===== src/rtl/uart_host_seq.sv =====
// Host-side sequencer for the UART 16550 register port: programs the divisor and line/FIFO
// control after reset, then polls LSR and bridges RBR/THR to valid/ready byte streams.
module uart_host_seq #(
    parameter logic [15:0] DIV      = 16'd27,
    parameter logic [7:0]  LCR_CFG  = 8'h03,
    parameter logic [7:0]  FCR_CFG  = 8'h07,
    parameter int unsigned POLL_GAP = 4
) (
    input  logic       clk,
    input  logic       rst,
    output logic       uart_wr,
    output logic       uart_rd,
    output logic [2:0] uart_addr,
    output logic [7:0] uart_din,
    input  logic [7:0] uart_dout,
    input  logic [7:0] tx_data,
    input  logic       tx_valid,
    output logic       tx_ready,
    output logic [7:0] rx_data,
    output logic       rx_valid,
    input  logic       rx_ready,
    output logic       init_done,
    output logic       err_valid,
    output logic [3:0] err_flags
);

    localparam logic [2:0] S_INIT    = 3'd0;
    localparam logic [2:0] S_GAP     = 3'd1;
    localparam logic [2:0] S_LSR_RD  = 3'd2;
    localparam logic [2:0] S_LSR_CAP = 3'd3;
    localparam logic [2:0] S_RBR_RD  = 3'd4;
    localparam logic [2:0] S_RBR_CAP = 3'd5;
    localparam logic [2:0] S_THR_WR  = 3'd6;

    // With no poll gap the idle state collapses straight into the next LSR read.
    localparam logic [2:0] S_IDLE   = (POLL_GAP == 0) ? S_LSR_RD : S_GAP;
    localparam logic [7:0] GAP_LOAD = (POLL_GAP == 0) ? 8'd0 : 8'(POLL_GAP - 1);

    logic [2:0] state, state_nx;
    logic [2:0] step;
    logic [7:0] gap_cnt;
    logic       pri;
    logic       rx_ok, tx_ok, take_rx, take_tx;

    function automatic logic [2:0] init_addr(input logic [2:0] s);
        case (s)
            3'd0:    init_addr = 3'd3;
            3'd1:    init_addr = 3'd0;
            3'd2:    init_addr = 3'd1;
            3'd3:    init_addr = 3'd3;
            3'd4:    init_addr = 3'd2;
            default: init_addr = 3'd1;
        endcase
    endfunction

    function automatic logic [7:0] init_data(input logic [2:0] s);
        case (s)
            3'd0:    init_data = 8'h80;
            3'd1:    init_data = DIV[7:0];
            3'd2:    init_data = DIV[15:8];
            3'd3:    init_data = LCR_CFG & 8'h7F;
            3'd4:    init_data = FCR_CFG;
            default: init_data = 8'h00;
        endcase
    endfunction

    // LSR is consumed straight off uart_dout at the end of LSR_CAP so the decision costs no extra cycle.
    always_comb begin
        state_nx = state;
        rx_ok    = uart_dout[0] & ~rx_valid;
        tx_ok    = uart_dout[5] & tx_valid;
        take_rx  = 1'b0;
        take_tx  = 1'b0;
        case (state)
            S_INIT:    if (step == 3'd6) state_nx = S_IDLE;
            S_GAP:     if (gap_cnt == 8'd0) state_nx = S_LSR_RD;
            S_LSR_RD:  state_nx = S_LSR_CAP;
            S_LSR_CAP: begin
                take_rx = rx_ok & (~tx_ok | ~pri);
                take_tx = tx_ok & ~take_rx;
                if (take_rx)      state_nx = S_RBR_RD;
                else if (take_tx) state_nx = S_THR_WR;
                else              state_nx = S_IDLE;
            end
            S_RBR_RD:  state_nx = S_RBR_CAP;
            S_RBR_CAP: state_nx = S_IDLE;
            S_THR_WR:  state_nx = S_IDLE;
            default:   state_nx = S_INIT;
        endcase
    end

    // Outputs are registered from the next state, so each state's strobes appear in its own cycle.
    always_ff @(posedge clk) begin
        if (rst) begin
            state     <= S_INIT;
            step      <= 3'd0;
            gap_cnt   <= 8'd0;
            pri       <= 1'b0;
            uart_wr   <= 1'b0;
            uart_rd   <= 1'b0;
            uart_addr <= 3'd0;
            uart_din  <= 8'h00;
            tx_ready  <= 1'b0;
            rx_data   <= 8'h00;
            rx_valid  <= 1'b0;
            init_done <= 1'b0;
            err_valid <= 1'b0;
            err_flags <= 4'h0;
        end else begin
            state    <= state_nx;
            uart_wr  <= 1'b0;
            uart_rd  <= 1'b0;
            tx_ready <= 1'b0;

            if (state == S_INIT && step != 3'd6) step <= step + 3'd1;
            if (state == S_INIT && step == 3'd6) init_done <= 1'b1;

            if (state_nx == S_GAP && state != S_GAP) gap_cnt <= GAP_LOAD;
            else if (state == S_GAP)                 gap_cnt <= gap_cnt - 8'd1;

            case (state_nx)
                S_INIT: begin
                    uart_wr   <= 1'b1;
                    uart_addr <= init_addr(step);
                    uart_din  <= init_data(step);
                end
                S_LSR_RD: begin
                    uart_rd   <= 1'b1;
                    uart_addr <= 3'd5;
                end
                S_LSR_CAP: uart_addr <= 3'd5;
                S_RBR_RD: begin
                    uart_rd   <= 1'b1;
                    uart_addr <= 3'd0;
                end
                S_RBR_CAP: uart_addr <= 3'd0;
                S_THR_WR: begin
                    uart_wr   <= 1'b1;
                    uart_addr <= 3'd0;
                    uart_din  <= tx_data;
                    tx_ready  <= 1'b1;
                end
                default: ;
            endcase

            if (state == S_LSR_CAP) begin
                err_valid <= |uart_dout[4:1];
                if (|uart_dout[4:1]) err_flags <= uart_dout[4:1];
                if (take_rx | take_tx) pri <= ~pri;
            end else begin
                err_valid <= 1'b0;
            end

            if (state == S_RBR_CAP) begin
                rx_data  <= uart_dout;
                rx_valid <= 1'b1;
            end else if (rx_valid && rx_ready) begin
                rx_valid <= 1'b0;
            end
        end
    end

endmodule


===== config.mk =====
export PLATFORM = sky130hd
export DESIGN_NAME = uart_host_seq
export DESIGN_NICKNAME = d
export VERILOG_FILES = /design/src/rtl/uart_host_seq.sv
export SDC_FILE = /design/constraint.sdc
export NUM_CORES = 1
export LEC_CHECK = 0
export CAP_MARGIN = 20
export CORE_ASPECT_RATIO = 1.75
export CORE_MARGIN = 2
export CORE_UTILIZATION = 49
export CTS_CLUSTER_SIZE = 10
export DETAILED_ROUTE_END_ITERATION = 7
export GPL_ROUTABILITY_DRIVEN = 1
export GPL_TIMING_DRIVEN = 0
export PLACE_DENSITY = 0.85
export REMOVE_ABC_BUFFERS = 1
export SYNTH_ARGS = -nofsm -noshare
export SYNTH_HDL_FRONTEND = slang
export SYNTH_SLANG_ARGS = --single-unit

===== constraint.sdc =====
create_clock -name clk -period 2.39 [get_ports clk]
set_input_delay 0.717 -clock clk [delete_from_list [all_inputs] [get_ports clk]]
set_output_delay 0.717 -clock clk [all_outputs]
set_load 0.01 [all_outputs]

Word-level counts from Yosys, hierarchy flattened
Index checks and enable logic that the tools add are counted.

storage, ports and cells
  bits in registers = 44
  input bits = 20
  output and inout bits = 29

cells by class
  $add $sub $neg = 2
  equal/unequal tests = 18
  multiplexer cells = 18
  bitwise operators = 11
  reductions and logical operators = 23

operator list
  kind                                                    number
  case mux 8 bit (4 select lines)                         1
  equality test 3 bit (second input constant)             8
  case mux 3 bit (6 select lines)                         1
  case mux 8 bit (2 select lines)                         1
  equality test 3 x 2 -> 1 bit (second input constant)    5
  OR reduction 2 bit                                      7
  two-way mux 3 bit                                       4
  equality test 3 x 1 -> 1 bit (second input constant)    3
  zero test 3 bit                                         3
  case mux 3 bit (3 select lines)                         1
  zero test 8 bit                                         1
  subtractor 8 x 1 -> 8 bit (second input constant)       1
  two-way mux 1 bit                                       7
  case mux 2 bit (3 select lines)                         1
  nonzero test 2 bit                                      3
  NOT 1 bit                                               5
  bitwise AND 1 bit                                       4
  logical AND 1 bit                                       4
  two-way mux 2 bit                                       2
  AND reduction 2 bit                                     2
  OR reduction 4 bit                                      1
  adder 3 x 1 -> 3 bit (second input constant)            1
  inequality test 3 x 1 -> 1 bit (second input constant)  1
  inequality test 3 bit (second input constant)           1
  other kinds (3)                                         4

Longest topological paths before layout
Gate-level depths: netlist of the first run.

  depth after elaboration = 12
  depth in mapped cells = 7

Worst setup path before layout of the first run
OpenSTA, ideal clock, no wires.

  kind = register to register
  start = reg gap_cnt[0]
  end = reg uart_din[3]
  library setup time = 0.061 ns
  arrival time = 1.966 ns
  slack = 0.363 ns
  cell stages (with the launch flop) = 8
  path buffers = 0
  path through = dfxtp_1 > inv_1 > ha_1 > or4b_1 > or3_4 > a221oi_4 > a22oi_1 > nand2_1

on the way
  word-level cells in the longest chain between the ends = 5
  elaborated cells between the ends (all ways) = 7
  classes of those cells = eq/ne (1); mux (3); reduce/logical (3)

ends and longest elaborated chain
  item                                                                   line  RTL
  start, declared                                                        41    logic [7:0] gap_cnt;
  start signal, assigned                                                 119   else if (state == S_GAP) gap_cnt <= gap_cnt - 8'd1;
  zero test 8 bit *                                                      76    S_GAP: if (gap_cnt == 8'd0) state_nx = S_LSR_RD;
  two-way mux 3 bit *                                                    76
  case mux 3 bit (6 select lines) *                                      74    case (state)
  equality test 3 bit or zero test 3 bit (tied branches)                 121   case (state_nx)
  case mux 8 bit (2 select lines) or nonzero test 2 bit (tied branches)  n/a
  end signal, assigned                                                   125   uart_din <= init_data(step);
  end signal, assigned                                                   140   uart_din <= tx_data;
  end, declared                                                          14    output logic [7:0] uart_din,

Mark *: on every way between the ends. The rest lies on a longest branch, timed or not.
A chain may end at the register's enable or synchronous reset.

Final worst setup path of the first run
  start = in uart_dout[0]
  end = reg uart_din[3]

on the way
  word-level cells in the longest chain between the ends = 9
  elaborated cells between the ends (all ways) = 11
  classes of those cells = eq/ne (1); mux (4); bitwise (4); reduce/logical (2)

ends and longest elaborated chain
  item                                                                   line  RTL
  start, declared                                                        15    input logic [7:0] uart_dout,
  bitwise AND 1 bit *                                                    70    rx_ok = uart_dout[0] & ~rx_valid;
  bitwise AND 1 bit *                                                    79    take_rx = rx_ok & (~tx_ok | ~pri);
  NOT 1 bit                                                              80    take_tx = tx_ok & ~take_rx;
  bitwise AND 1 bit                                                      80
  two-way mux 3 bit                                                      82    else if (take_tx) state_nx = S_THR_WR;
  two-way mux 3 bit *                                                    81    if (take_rx) state_nx = S_RBR_RD;
  case mux 3 bit (6 select lines) *                                      74
  equality test 3 bit or zero test 3 bit (tied branches)                 121
  case mux 8 bit (2 select lines) or nonzero test 2 bit (tied branches)  n/a

Marked as above.

==> impl_metrics.toml, run 1 <==
[clock_tree]
postCtsHoldBufs = 0
post_cts_buffers = 0
root_buffer = "clkbuf_8"
cts_tree = "built"
clock_path_buffers = 2
numCtsBuffers = 5
clk_latency_ns = 0.29
cts_sinks = 44
clkTransAtPathRegs_ns = 0.07
htree_levels = 2

[setup_path]
cp_max_fo = 7
cp-end-kind = "flip-flop"
path_class = "primary input to flip-flop"
crit_path_start_kind = "primary input"
required_ns = 2.63
worstPathArrival_ns = 2.49

[logic_synthesis]
yosys_warnings = 0
synth_cell_types = 44
synthArstFlopShare_pct = 0
synth_area_mm2 = 0.001986
synth_ff_type = "dfxtp_1"
avgSynthCellArea_um2 = 8.904
synth-edff-count = 0
synth_seq_area_share_pct = 44.36
ys_ff_latch = 44
synth_cells = 223

[timing]
period_needed_ns = 2.251
slew_headroom_pct = 37.87
max_freq_mhz = 444.2
skew_ns = 0.006210
period_share_pct = 94.19
finalSetupViolations = 0
slew_violations = 0
rsz0062_at_grt = "no"
tns_ns = 0
worstMarginPinSlew_ns = 0.9199
hold_viol = 0

[power_and_ir_drop]
p_per_area_mw_per_mm2 = 674.0
p_leak_nw = 1.042
peakVddDrop_mv = 0.6986

[floorplanning]
design.core.area_mm2 = 0.003866
die_w_um = 52.12
start_util_pct = 51.36
die_h_um = 88.21
fp-row-count = 30
die-area_mm2 = 0.004598
pin_count = 49

[global_routing]
gr-total-overflow = 0
grt_pass1_vias = 1778
grt_use_met2_pct = 39.01
grt_use_met1_pct = 22.73
met3_usage_pct = 5.236
grt_busiest_layer = "met2"
grt_max_degree = 25
grt_usage_pct = 21.90
antenna_found_initial = 0
grt_pass1_wl_um = 7679

[route]
drc = 0
firstDrtPassIters = 4
drt_iter0_drc = 35
wl_um = 4408
detailroute.via_count = 1735
final_antenna_net_count = 0
routedWlPerCell_um = 13.95
post_drt_via_cell_ratio = 5.491

[layout]
drive_above_1_share_pct = 7.836
fin_area_mm2 = 0.002616
final_cells = 316
num_antenna_cells = 0
final_nets = 293
syn_to_final_growth_pct = 31.76
postLayoutCoreUtil_pct = 67.67

[place]
place.gp.congestion = 0.8169
placed_area_mm2 = 0.002495
dp.cells = 308
dp_hpwl_um = 3180
port_buffers = 48

[outcome]
status = "finished, final reports clean"

[run]
maxCapViolCount = 0

[hold_path]
hold_class = "flip-flop to flip-flop"
==> cells in the mapped netlist (3+ instances only) <==
master | instances | share of area [%]
nand2b_1 | 4 | 1.3
inv_1 | 5 | 0.95
a21oi_1 | 15 | 3.8
ha_1 | 6 | 3.8
a22oi_1 | 4 | 1.5
nor3_1 | 6 | 1.5
nand2_1 | 18 | 3.4
nand3b_1 | 3 | 1.1
o21a_1 | 3 | 1.1
clkbuf_1 | 8 | 1.5
nand3_1 | 5 | 1.3
nor2_1 | 33 | 6.2
or3_1 | 3 | 0.95
nor2b_1 | 7 | 2.2
buf_1 | 3 | 0.57
and2_1 | 3 | 0.95
mux2i_1 | 9 | 4.5
a211oi_1 | 5 | 1.9
o21ai_0 | 6 | 1.5
dfxtp_1 | 44 | 44
==> layout make-up <==
class,instances,area [um^2]
clock buffer,6,82.58
clock inverter,2,10.01
fill,309,1250
inverter,5,18.77
multi-input combinational,162,1067
sequential,44,882.1
tap,48,60.06
timing repair buffer,49,495.5
==> final timing paths <==
| check | cells after the start | startpoint | slack (ns) | endpoint |
|---|---|---|---|---|
| setup / recovery | 6 | uart_dout[0] | 0.14 | uart_din[3] |
| hold / removal | 2 | uart_din[1] | 0.46 | uart_din[1] |
| setup reg to reg | 7 | gap_cnt[0] | 0.15 | uart_din[3] |
| hold reg to reg | 2 | uart_din[1] | 0.46 | uart_din[1] |
==> per-stage QoR <==
| stage | hold WS (ns) | worst slack [ns] | total power [mW] |
|---|---|---|---|
| after floorplan | 0.4557 | 0.3553 | 1.108 |
| after global placement | 0.4347 | -0.7294 | 1.276 |
| after detailed placement | 0.4435 | -0.3609 | 1.295 |
| after CTS | 0.4623 | 0.04463 | 1.770 |
| after global routing | 0.4971 | 0.008577 | 1.871 |
| final | 0.4555 | 0.1388 | 1.763 |
==> worst max-delay path, cell delays in order <==
cell	delay, ns
clkdlybuf4s50_1	0.44
nor3b_1	0.19
or3_1	0.45
a221oi_4	0.44
a22oi_1	0.16
nand2_1	0.09
==> power breakdown <==
group	switching, mW	total (mW)	internal, mW
Clock	0.243	0.474	0.231
Combinational	0.202	0.432	0.231
Sequential	0.0582	0.857	0.799
==> cell families (layout without fill, tap and decap cells) <==
kind of cell	after synthesis	in the layout	share of synthesized area, %
AO/OA/AOI/OAI	51	51	19.22
XOR/XNOR	4	4	1.765
adder cells (fa/ha/maj)	6	6	3.781
buffers and inverters	17	62	3.277
flip-flops	44	44	44.36
multiplexers	9	9	4.537
AND/OR/NAND/NOR	92	92	23.06
==> state kept, by name, summed over array words and instances (netlist names) <==
register   flops
err_flags      4
uart_rd        1
uart_din       8
uart_wr        1
rx_valid       1
uart_addr      3
rx_data        8
tx_ready       1
err_valid      1
pri            1
step           3
gap_cnt        8
init_done      1
state          3
==> placed cells by master, fill, tap and decap left out, types with 3 or more instances in the layout <==
| cell type | instances |
|---|---|
| nor3_1 | 6 |
| a21oi_1 | 15 |
| a211oi_1 | 5 |
| and2_1 | 3 |
| clkbuf_8 | 6 |
| nand3b_1 | 3 |
| ha_1 | 5 |
| nand2b_1 | 4 |
| inv_1 | 5 |
| or3_1 | 3 |
| dfxtp_1 | 43 |
| mux2i_1 | 9 |
| nor2b_1 | 7 |
| clkdlybuf4s50_1 | 48 |
| o21ai_0 | 5 |
| nor2_1 | 33 |
| nand2_1 | 18 |
| o21a_1 | 3 |
| a22oi_1 | 4 |
| nand3_1 | 5 |
==> what timing repair did <==
item                                    in CTS  in global routing
resized for setup                            2                  5
pin swaps                                    0                  1
endpoints found under the setup margin       6                 10
==> metal layers <==
metal	vias to the layer above	wire length [um]
li1	877	-
met1	806	1751
met2	42	2365
met3	10	180
met4	0	111
met5	-	0
(Power assumes the default switching activity.)
==> run 2, diff against run 1 <==
--- a/config.mk
+++ b/config.mk
@@ -8,13 +8,13 @@
 export CAP_MARGIN = 20
 export CORE_ASPECT_RATIO = 1.75
 export CORE_MARGIN = 2
-export CORE_UTILIZATION = 49
+export CORE_UTILIZATION = 40
 export CTS_CLUSTER_SIZE = 10
 export DETAILED_ROUTE_END_ITERATION = 7
 export GPL_ROUTABILITY_DRIVEN = 1
 export GPL_TIMING_DRIVEN = 0
-export PLACE_DENSITY = 0.85
-export REMOVE_ABC_BUFFERS = 1
+export PLACE_DENSITY = 0.73
+export SKIP_LAST_GASP = 1
 export SYNTH_ARGS = -nofsm -noshare
 export SYNTH_HDL_FRONTEND = slang
 export SYNTH_SLANG_ARGS = --single-unit
==> impl_metrics.toml, run 2 (synthesis results as in run 1) <==
[layout]
drive_above_1_share_pct = 6.810
syn_to_final_growth_pct = 35.29
fill_cells = 428
final_cell_mix = "48 x clkdlybuf4s50_1, 44 x dfxtp_1, 33 x nor2_1, 18 x nand2_1, 15 x a21oi_1"
postLayoutCoreUtil_pct = 54.91
layout_commonest_cell = "clkdlybuf4s50_1"
num_antenna_cells = 0
final_nets = 304
reg.largest.list = "gap_cnt x8, rx_data x8, uart_din x8"

[route]
routedWlPerCell_um = 14.22
firstDrtPassIters = 6
drc = 0
drt_iter0_drc = 24
post_drt_via_cell_ratio = 5.411
detailroute.via_count = 1802
final_antenna_net_count = 0
wl_um = 4735

[global_routing]
grt_pass1_vias = 1871
grt_pass1_wl_um = 8362
grt_max_degree = 14
grt_busiest_layer = "met2"
met3_usage_pct = 3.196
grt_use_met2_pct = 33.42
antenna_found_initial = 0
gr-total-overflow = 0
grt_use_met1_pct = 20.33
grt_usage_pct = 18.64

[power_and_ir_drop]
netSwitchingFraction_pct = 27.14
internal_power_mw = 1.395
clkPwrFrac_pct = 32.5
p_sw_mw = 0.5197
peakVddDrop_mv = 0.6543
share_seq_of_total_power_pct = 44.2
power_mw = 1.915
p_leak_nw = 1.072
power_frac_comb_pct = 23.3
p_per_area_mw_per_mm2 = 712.8

[timing]
slew_violations = 0
period_share_pct = 95.04
setup_ws_ns = 0.1185
finalSetupViolations = 0
slew_headroom_pct = 41.77
skew_ns = 0.006963
max_freq_mhz = 440.2
worstMarginPinSlew_ns = 0.8622
hold_viol = 0
period_needed_ns = 2.271

[clock_tree]
postCtsHoldBufs = 0
cts_tree = "built"
clock_path_buffers = 2
cts_sinks = 44
clk_latency_ns = 0.30
root_buffer = "clkbuf_8"
htree_levels = 2
numCtsBuffers = 5
clkTransAtPathRegs_ns = 0.08

[hold_path]
min_path_cells = 2
hold_class = "flip-flop to flip-flop"
hold_start = "uart_din[1]"
hold_path_end = "uart_din[1]"

[place]
post-place-ws_ns = -0.3359
port_buffers = 48
dp_hpwl_um = 3528
place.gp.congestion = 0.8023

[floorplanning]
die-area_mm2 = 0.005566
pin_count = 49
design.core.area_mm2 = 0.004892
die_h_um = 97.21
die_w_um = 57.26
start_util_pct = 40.59
fp-row-count = 34

[outcome]
status = "finished, final reports clean"

[setup_path]
worstPathArrival_ns = 2.46
cp-end-kind = "flip-flop"
r2r_end = "uart_rd"
regToRegStartpoint = "gap_cnt[0]"
path_class = "flip-flop to flip-flop"
ff2ff_path_depth = 7
required_ns = 2.58
crit_path_start_kind = "flip-flop"
r2r_slack_ns = 0.12
cp_max_fo = 6

[run]
maxCapViolCount = 0

[logic_synthesis]
syn-num-nets = 249
## run 2: per-stage QoR
| step | std cells | hold slack [ns] | instance area, um^2 | TNS [ns] |
|---|---|---|---|---|
| floorplan | 223 | 0.4618 | 1986 | 0 |
| global placement | 325 | 0.4427 | 2534 | -2.785 |
| detailed placement | 325 | 0.4474 | 2534 | -2.765 |
| CTS | 333 | 0.4664 | 2670 | 0 |
| global route | 333 | 0.4893 | 2686 | -0.001352 |
| finish | 333 | 0.4619 | 2686 | 0 |
## run 2: worst max path at each step
stage / start / endpoint / slack (ns) / cells past startpoint
2_1_floorplan: gap_cnt[0] / uart_din[3] / 0.36 / 7
3_3_place_gp: uart_dout[5] / uart_addr[1] / -0.35 / 6
3_5_place_dp: uart_dout[5] / uart_addr[1] / -0.34 / 6
4_1_cts: uart_dout[5] / uart_din[3] / 0.06 / 7
5_1_grt: gap_cnt[0] / uart_din[4] / -0.001 / 8
6_report: gap_cnt[0] / uart_rd / 0.12 / 7
## run 2: power groups by stage
stage	combinational [mW]	clock [mW]	sequential, mW
after floorplan	0.247	0	0.873
after global placement	0.433	0	0.860
after detailed placement	0.438	0	0.862
after CTS	0.440	0.634	0.845
after global routing	0.497	0.657	0.857
final	0.447	0.623	0.845
## run 2: what timing repair did
item,CTS,global route
pin swaps,0,1
resized for setup,3,1
setup buffers,0,1
setup endpoints to repair,7,6
## run 2: worst max-delay path: stages (launching register included)
cell and delay (ns):
dfxtp_1 0.32, inv_1 0.08, ha_1 0.22, or4b_1 0.53, or3_4 0.43, o21ai_2 0.14
nor2_1 0.09, a2111oi_2 0.35
## run 2: cell type report
cell class / count / area (um^2) / area share [%]
timing repair buffer: 49 / 488.0 / 18.16
buffer: 11 / 42.54 / 1.584
tap: 54 / 67.56 / 2.515
clock buffer: 7 / 96.34 / 3.586
sequential: 44 / 880.8 / 32.79
clock inverter: 1 / 30.03 / 1.118
inverter: 5 / 18.77 / 0.6986
multi-input combinational: 162 / 1062 / 39.54
## run 2: metal layers
layer,share of wire [%],routed length (um),up-vias
met5,0,0,-
met4,1.9,91,0
met3,3.4,159,9
met2,55,2622,39
met1,39,1860,859
li1,-,-,895
